**src/rtl/logic_gate_pipe_if.sv**
```systemverilog
// Handshake bundle for logic_gate_pipe: operand/opcode input channel plus result output channel.
interface logic_gate_pipe_if #(
    parameter int unsigned W     = 8,
    parameter int unsigned N_IN  = 2,
    parameter int unsigned CNT_W = 16
);
    logic                in_valid;
    logic                in_ready;
    logic [2:0]          in_op;
    logic [W*N_IN-1:0]   in_data;
    logic                out_valid;
    logic                out_ready;
    logic [W-1:0]        out_data;
    logic                out_err;
    logic [CNT_W-1:0]    out_count;

    modport master (
        output in_valid, in_op, in_data, out_ready,
        input  in_ready, out_valid, out_data, out_err, out_count
    );

    modport slave (
        input  in_valid, in_op, in_data, out_ready,
        output in_ready, out_valid, out_data, out_err, out_count
    );
endinterface

```
**src/rtl/logic_gate_pipe.sv**
```systemverilog
// Two-stage pipelined multi-operand bitwise gate with valid/ready on both sides and a
// completed-transfer counter.
module logic_gate_pipe #(
    parameter int unsigned W     = 8,
    parameter int unsigned N_IN  = 2,
    parameter int unsigned CNT_W = 16
) (
    input logic               clk,
    input logic               rst_n,
    logic_gate_pipe_if.slave  bus
);
    localparam logic [2:0] OpAnd  = 3'b000;
    localparam logic [2:0] OpOr   = 3'b001;
    localparam logic [2:0] OpXor  = 3'b010;
    localparam logic [2:0] OpNand = 3'b011;
    localparam logic [2:0] OpNor  = 3'b100;
    localparam logic [2:0] OpXnor = 3'b101;
    localparam logic [2:0] OpPass = 3'b110;

    logic                s1_valid_q, s1_valid_d;
    logic [W*N_IN-1:0]   s1_data_q;
    logic [2:0]          s1_op_q;
    logic                s2_valid_q, s2_valid_d;
    logic [W-1:0]        s2_data_q;
    logic                s2_err_q;
    logic [CNT_W-1:0]    count_q, count_d;

    logic                s2_adv, s1_adv, in_fire, out_fire;
    logic [W-1:0]        fold_and, fold_or, fold_xor, res_data;
    logic                res_err;

    // Ready chain is purely combinational so a full pipe still streams one item per cycle.
    assign s2_adv   = !s2_valid_q || bus.out_ready;
    assign s1_adv   = s1_valid_q && s2_adv;
    assign in_fire  = bus.in_valid && bus.in_ready;
    assign out_fire = s2_valid_q && bus.out_ready;

    assign bus.in_ready  = !s1_valid_q || s2_adv;
    assign bus.out_valid = s2_valid_q;
    assign bus.out_data  = s2_data_q;
    assign bus.out_err   = s2_err_q;
    assign bus.out_count = count_q;

    always_comb begin
        fold_and = '1;
        fold_or  = '0;
        fold_xor = '0;
        for (int k = 0; k < int'(N_IN); k++) begin
            fold_and = fold_and & s1_data_q[k*W +: W];
            fold_or  = fold_or  | s1_data_q[k*W +: W];
            fold_xor = fold_xor ^ s1_data_q[k*W +: W];
        end
        res_err = 1'b0;
        case (s1_op_q)
            OpAnd:   res_data = fold_and;
            OpOr:    res_data = fold_or;
            OpXor:   res_data = fold_xor;
            OpNand:  res_data = ~fold_and;
            OpNor:   res_data = ~fold_or;
            OpXnor:  res_data = ~fold_xor;
            OpPass:  res_data = s1_data_q[W-1:0];
            default: begin
                res_data = '0;
                res_err  = 1'b1;
            end
        endcase
    end

    always_comb begin
        s1_valid_d = s1_valid_q;
        s2_valid_d = s2_valid_q;
        count_d    = count_q;
        if (in_fire)       s1_valid_d = 1'b1;
        else if (s1_adv)   s1_valid_d = 1'b0;
        if (s1_adv)        s2_valid_d = 1'b1;
        else if (out_fire) s2_valid_d = 1'b0;
        if (out_fire)      count_d = count_q + CNT_W'(1);
    end

    always_ff @(posedge clk or negedge rst_n) begin
        if (!rst_n) begin
            s1_valid_q <= 1'b0;
            s1_data_q  <= '0;
            s1_op_q    <= '0;
            s2_valid_q <= 1'b0;
            s2_data_q  <= '0;
            s2_err_q   <= 1'b0;
            count_q    <= '0;
        end else begin
            s1_valid_q <= s1_valid_d;
            s2_valid_q <= s2_valid_d;
            count_q    <= count_d;
            // Payload registers move only on a transfer, so idle X on in_data never propagates.
            if (in_fire) begin
                s1_data_q <= bus.in_data;
                s1_op_q   <= bus.in_op;
            end
            if (s1_adv) begin
                s2_data_q <= res_data;
                s2_err_q  <= res_err;
            end
        end
    end
endmodule

```
**src/flat_wrapper.sv**
```systemverilog
// flat-port wrapper written by rule: the top's interface ports become plain ports
module logic_gate_pipe_flat 
#(
    parameter int unsigned W     = 8,
    parameter int unsigned N_IN  = 2,
    parameter int unsigned CNT_W = 16
)
  (clk, rst_n, bus_in_valid, bus_in_op, bus_in_data, bus_out_ready, bus_in_ready, bus_out_valid, bus_out_data, bus_out_err, bus_out_count);
  logic_gate_pipe_if #(.W(W), .N_IN(N_IN), .CNT_W(CNT_W)) bus_i ();
  input logic clk;
  input logic rst_n;
  input wire logic [$bits(bus_i.in_valid)-1:0] bus_in_valid;
  input wire logic [$bits(bus_i.in_op)-1:0] bus_in_op;
  input wire logic [$bits(bus_i.in_data)-1:0] bus_in_data;
  input wire logic [$bits(bus_i.out_ready)-1:0] bus_out_ready;
  output wire logic [$bits(bus_i.in_ready)-1:0] bus_in_ready;
  output wire logic [$bits(bus_i.out_valid)-1:0] bus_out_valid;
  output wire logic [$bits(bus_i.out_data)-1:0] bus_out_data;
  output wire logic [$bits(bus_i.out_err)-1:0] bus_out_err;
  output wire logic [$bits(bus_i.out_count)-1:0] bus_out_count;
  assign bus_i.in_valid = bus_in_valid;
  assign bus_i.in_op = bus_in_op;
  assign bus_i.in_data = bus_in_data;
  assign bus_i.out_ready = bus_out_ready;
  assign bus_in_ready = bus_i.in_ready;
  assign bus_out_valid = bus_i.out_valid;
  assign bus_out_data = bus_i.out_data;
  assign bus_out_err = bus_i.out_err;
  assign bus_out_count = bus_i.out_count;
  logic_gate_pipe #(.W(W), .N_IN(N_IN), .CNT_W(CNT_W)) u_core (.clk(clk), .rst_n(rst_n), .bus(bus_i));
endmodule
```
**config.mk**
```make
export PLATFORM = sky130hd
export DESIGN_NAME = logic_gate_pipe_flat
export DESIGN_NICKNAME = d
export VERILOG_FILES = /design/src/rtl/logic_gate_pipe_if.sv /design/src/rtl/logic_gate_pipe.sv /design/src/flat_wrapper.sv
export SDC_FILE = /design/constraint.sdc
export NUM_CORES = 1
export LEC_CHECK = 0
export BUFFER_PORTS_ARGS = -buffer_cell sky130_fd_sc_hd__buf_2
export CORE_UTILIZATION = 30
export DETAILED_ROUTE_END_ITERATION = 7
export PLACE_DENSITY = 0.59
export SLEW_MARGIN = 20
export SYNTH_ARGS = -nofsm -noshare
export SYNTH_HDL_FRONTEND = slang
export SYNTH_SLANG_ARGS = --single-unit
export TNS_END_PERCENT = 5
```
**constraint.sdc**
```tcl
create_clock -name clk -period 5.1 [get_ports clk]
set_input_delay 0.51 -clock clk [delete_from_list [all_inputs] [get_ports clk]]
set_output_delay 0.51 -clock clk [all_outputs]
set_load 0.02 [all_outputs]
```
==> metrics.md <==
| Metric | Value |
|---|---|
| Run status | complete, no violations |
| Synth cell types | 46 |
| Number of synthesized flops with an enable pin | 0 |
| First-pass GRT wire length | 8.63 mm |
| Die H | 95.0 um |
| CP max FO | 36 |
| Initial detailed-routing violation count | 87 |
| R2R setup slack | 3170 ps |
| Clock Power Share | 22.8% |
| Post-place setup slack | 2830 ps |
| Sw frac | 35.1% |
| Data arrival time of the worst path | 2120 ps |
| # DRC | 0 |
| Largest net degree at the start of global routing | 47 |
| Max cap viols | 0 |
| Setup ws final | 3170 ps |
| Fraction of layout cells with a size suffix above 1 | 30.1% |
| Post-synthesis sequential area ratio | 44.4% |
| Combinational power share | 31.8% |
| Final Cycle Share | 37.8% |
| FF+latch area | 1150 sq um |
| Cells after synthesis | 233 |
| Die area | 9030 sq um |
| CP max-delay cell | dfrtp_2 |
| Clock-pin slew of the registers on the worst-case setup and hold paths | 90 ps |
| Post-synth top area share | 44.4% |
| CTS tree | done |
| Pleak | 0.00145 uW |
| Slew margin rel. | 38.6% |
| HPWL Detailed | 3.68 mm |
| Crit path launch | u_core.s1_op_q[2]$_DFFE_PN0P_ |
| Synth async-reset ratio | 100% |
| TritonRoute pass-1 iters | 4 |
| Pint | 764 uW |
| Min cycle time layout | 1930 ps |
| Vias | 1,832 |
| Reg2Reg Depth | 3 |
| Slew @ Worst Pin | 922 ps |
| Fmax | 518 MHz |
| Reg2Reg Capture Point | u_core.bus.out_data[2]$_DFFE_PN0P_ |
| Max Transition Viols Final | 0 |
| Multi-input logic area | 1310 sq um |
| Setup_tns | 0 ps |
| Top post-synthesis cells by area | dfrtp_1 (44%), mux2_2 (10%), ha_1 (8.2%) |
| Num rows | 33 |
| Vias in the first global route | 1,804 |
| Flop pwr share | 45.3% |
| Hold Vio Cnt, Final | 0 |
| Layout Nets | 318 |
| Skew-Pair Late Insertion Delay | 300 ps |
| GRT Total Usage | 12.3% |
| Initial antenna violation count | 0 |
| Synthesis-stage register bit count | 46 |
| CP Capture Point | u_core.bus.out_data[2]$_DFFE_PN0P_ |
| Switching pwr | 414 uW |
| R2R Path Start | u_core.s1_op_q[2]$_DFFE_PN0P_ |
| Power density over the cells | 389 nW/um^2 |
| N_diodes | 0 |
| Average size of a mapped cell | 11.1 sq um |
| Critical path type | flop to flop |
| Core Area | 8300 sq um |
| Io pins | 50 |
| Vias per cell | 4.77 |
| Die X | 95.0 um |
| Fin util | 36.5% |
| Bufs on Longest Clock Path | 2 |
| Avg WL per Cell | 13.3 um |
| Final setup vio count | 0 |
| Mapped Area | 2590 sq um |
| VDD IR max | 0.0000966 V |
| Startpoint Class | flop |
| Placer Congestion | 0.753 |
| Leading area contributor after synthesis | dfrtp_1 |
| H-Tree Depth | 2 |
| WL final | 5.10 mm |
| Most used flip-flop cell after synthesis | dfrtp_1 |
| Syn-to-layout area delta | 16.6% |
| RSZ-0062 raised after global routing | no |
| Grt ovf | 0 |
| Critical Path RT | 5290 ps |
| Clock Sinks | 46 |
| Post-CTS Setup Bufs | 0 |
| Worst hold path type | input pin to async pin |
| Port bufs | 49 |
| CTS Root Cell | clkbuf_8 |
| Num CTS Buffers | 5 |
| Cts repair resizes | 0 |
| Yosys warning total | 0 |
| Max incr delay on CP | 790 ps |
| Worst path cell trace | mux2_1, mux4_2, a22o_1 |
| Crit. End Element | flop |
| Syn nets | 273 |
| Fill count | 837 |
| Skew final | 6.64 ps |
| Routed Antenna Nets | 0 |
| CTS Hold Bufs | 0 |
| Initial Utilization | 31.3% |
[how the worst min path moves through the flow]
stage,start,end,slack (ps),cells after the start
6_report,rst_n,u_core.bus.out_count[12]$_DFFE_PN0P_,210,1
3_3_place_gp,u_core.bus.out_count[15]$_DFFE_PN0P_,u_core.bus.out_count[15]$_DFFE_PN0P_,470,1
4_1_cts,bus_in_valid,u_core.s1_valid_q$_DFFE_PN0P_,410,2
2_1_floorplan,rst_n,u_core.bus.out_count[0]$_DFFE_PN0P_,210,0
3_5_place_dp,u_core.bus.out_count[15]$_DFFE_PN0P_,u_core.bus.out_count[15]$_DFFE_PN0P_,460,1
5_1_grt,rst_n,u_core.s1_data_q[7]$_DFFE_PN0P_,250,1
[sequential cells by signal, indices dropped and copies added, names as in the netlist]
signal and flops:
u_core.bus.out_count 16, u_core.s1_valid_q 1, u_core.bus.out_err 1, u_core.bus.out_data 8, u_core.bus.out_valid 1, u_core.s1_op_q 3, u_core.s1_data_q 16
[critical path, delay by kind of cell (launching register included)]
kind	cells	cell delay, ps
mux	2	830
flops	1	790
compound gates	1	200
[cells in the mapped netlist, types with 2 or more instances]
cell	number
nor3_1	2
nand2b_1	7
nor2_1	8
and3_1	2
o22ai_1	2
nand4_1	2
nand3b_1	4
nand2_1	11
o31ai_1	2
xnor2_1	11
nand3_1	8
a221oi_1	2
ha_1	17
xor2_1	4
o221ai_1	2
mux2_2	24
dfrtp_1	46
buf_2	6
inv_1	20
a31oi_1	2
a22o_1	4
o21ai_0	3
a211oi_1	2
nor3b_1	3
clkbuf_1	3
mux2i_1	12
a21oi_1	3
nor2b_1	2
mux2_1	2
[logic make-up after synthesis]
logic type	synth area share [%]
muxes	16.8
xor gates and xnor gates	5.06
and+or+nand+nor	11.9
DFF	44.4
adders and majority gates	8.20
AOI/OAI and AO/OA	8.68
buffers and inverters	5.06
[power groups by stage]
stage	clock network [uW]	logic [uW]	registers, uW
4_1_cts	279	381	537
6_report	269	375	534
5_1_grt	297	416	552
2_1_floorplan	0	236	565
3_3_place_gp	0	368	540
3_5_place_dp	0	378	544
[metrics by stage]
step	instance area, sq um	instances	power, uW	hold slack (ps)
5_1_grt	3030	384	1270	254
3_3_place_gp	2920	376	908	467
4_1_cts	3020	384	1200	413
6_report	3030	384	1180	209
2_1_floorplan	2590	233	801	214
3_5_place_dp	2920	376	922	462
[metal layers]
metal / GRT usage (%) / wire, um
met5: 0 / 0
met4: 4.55 / 81
met3: 2.09 / 170
met2: 20.2 / 2470
met1: 16.1 / 2380
[cell type report]
class	instances	area share, %
clock inverter	1	0.993
tap	105	4.34
multi-input combinational	156	43.4
inverter	20	2.48
sequential	46	38.1
clock buffer	7	2.52
timing repair buffer	49	8.19
[cell usage in the layout (no fill, tap or decap), types with 5 or more instances in the layout]
cell type  netlist  final
clkbuf_8         0      5
nor2_1           8      8
nand2_1         11     11
nand2b_1         7      7
mux2_2          24     24
xnor2_1         11     11
dfrtp_1         46     45
ha_1            17     17
inv_1           20     20
mux2i_1         12     12
nand3_1          8      8
buf_2            6     48
No activity file was read; power rests on OpenSTA's default activity.
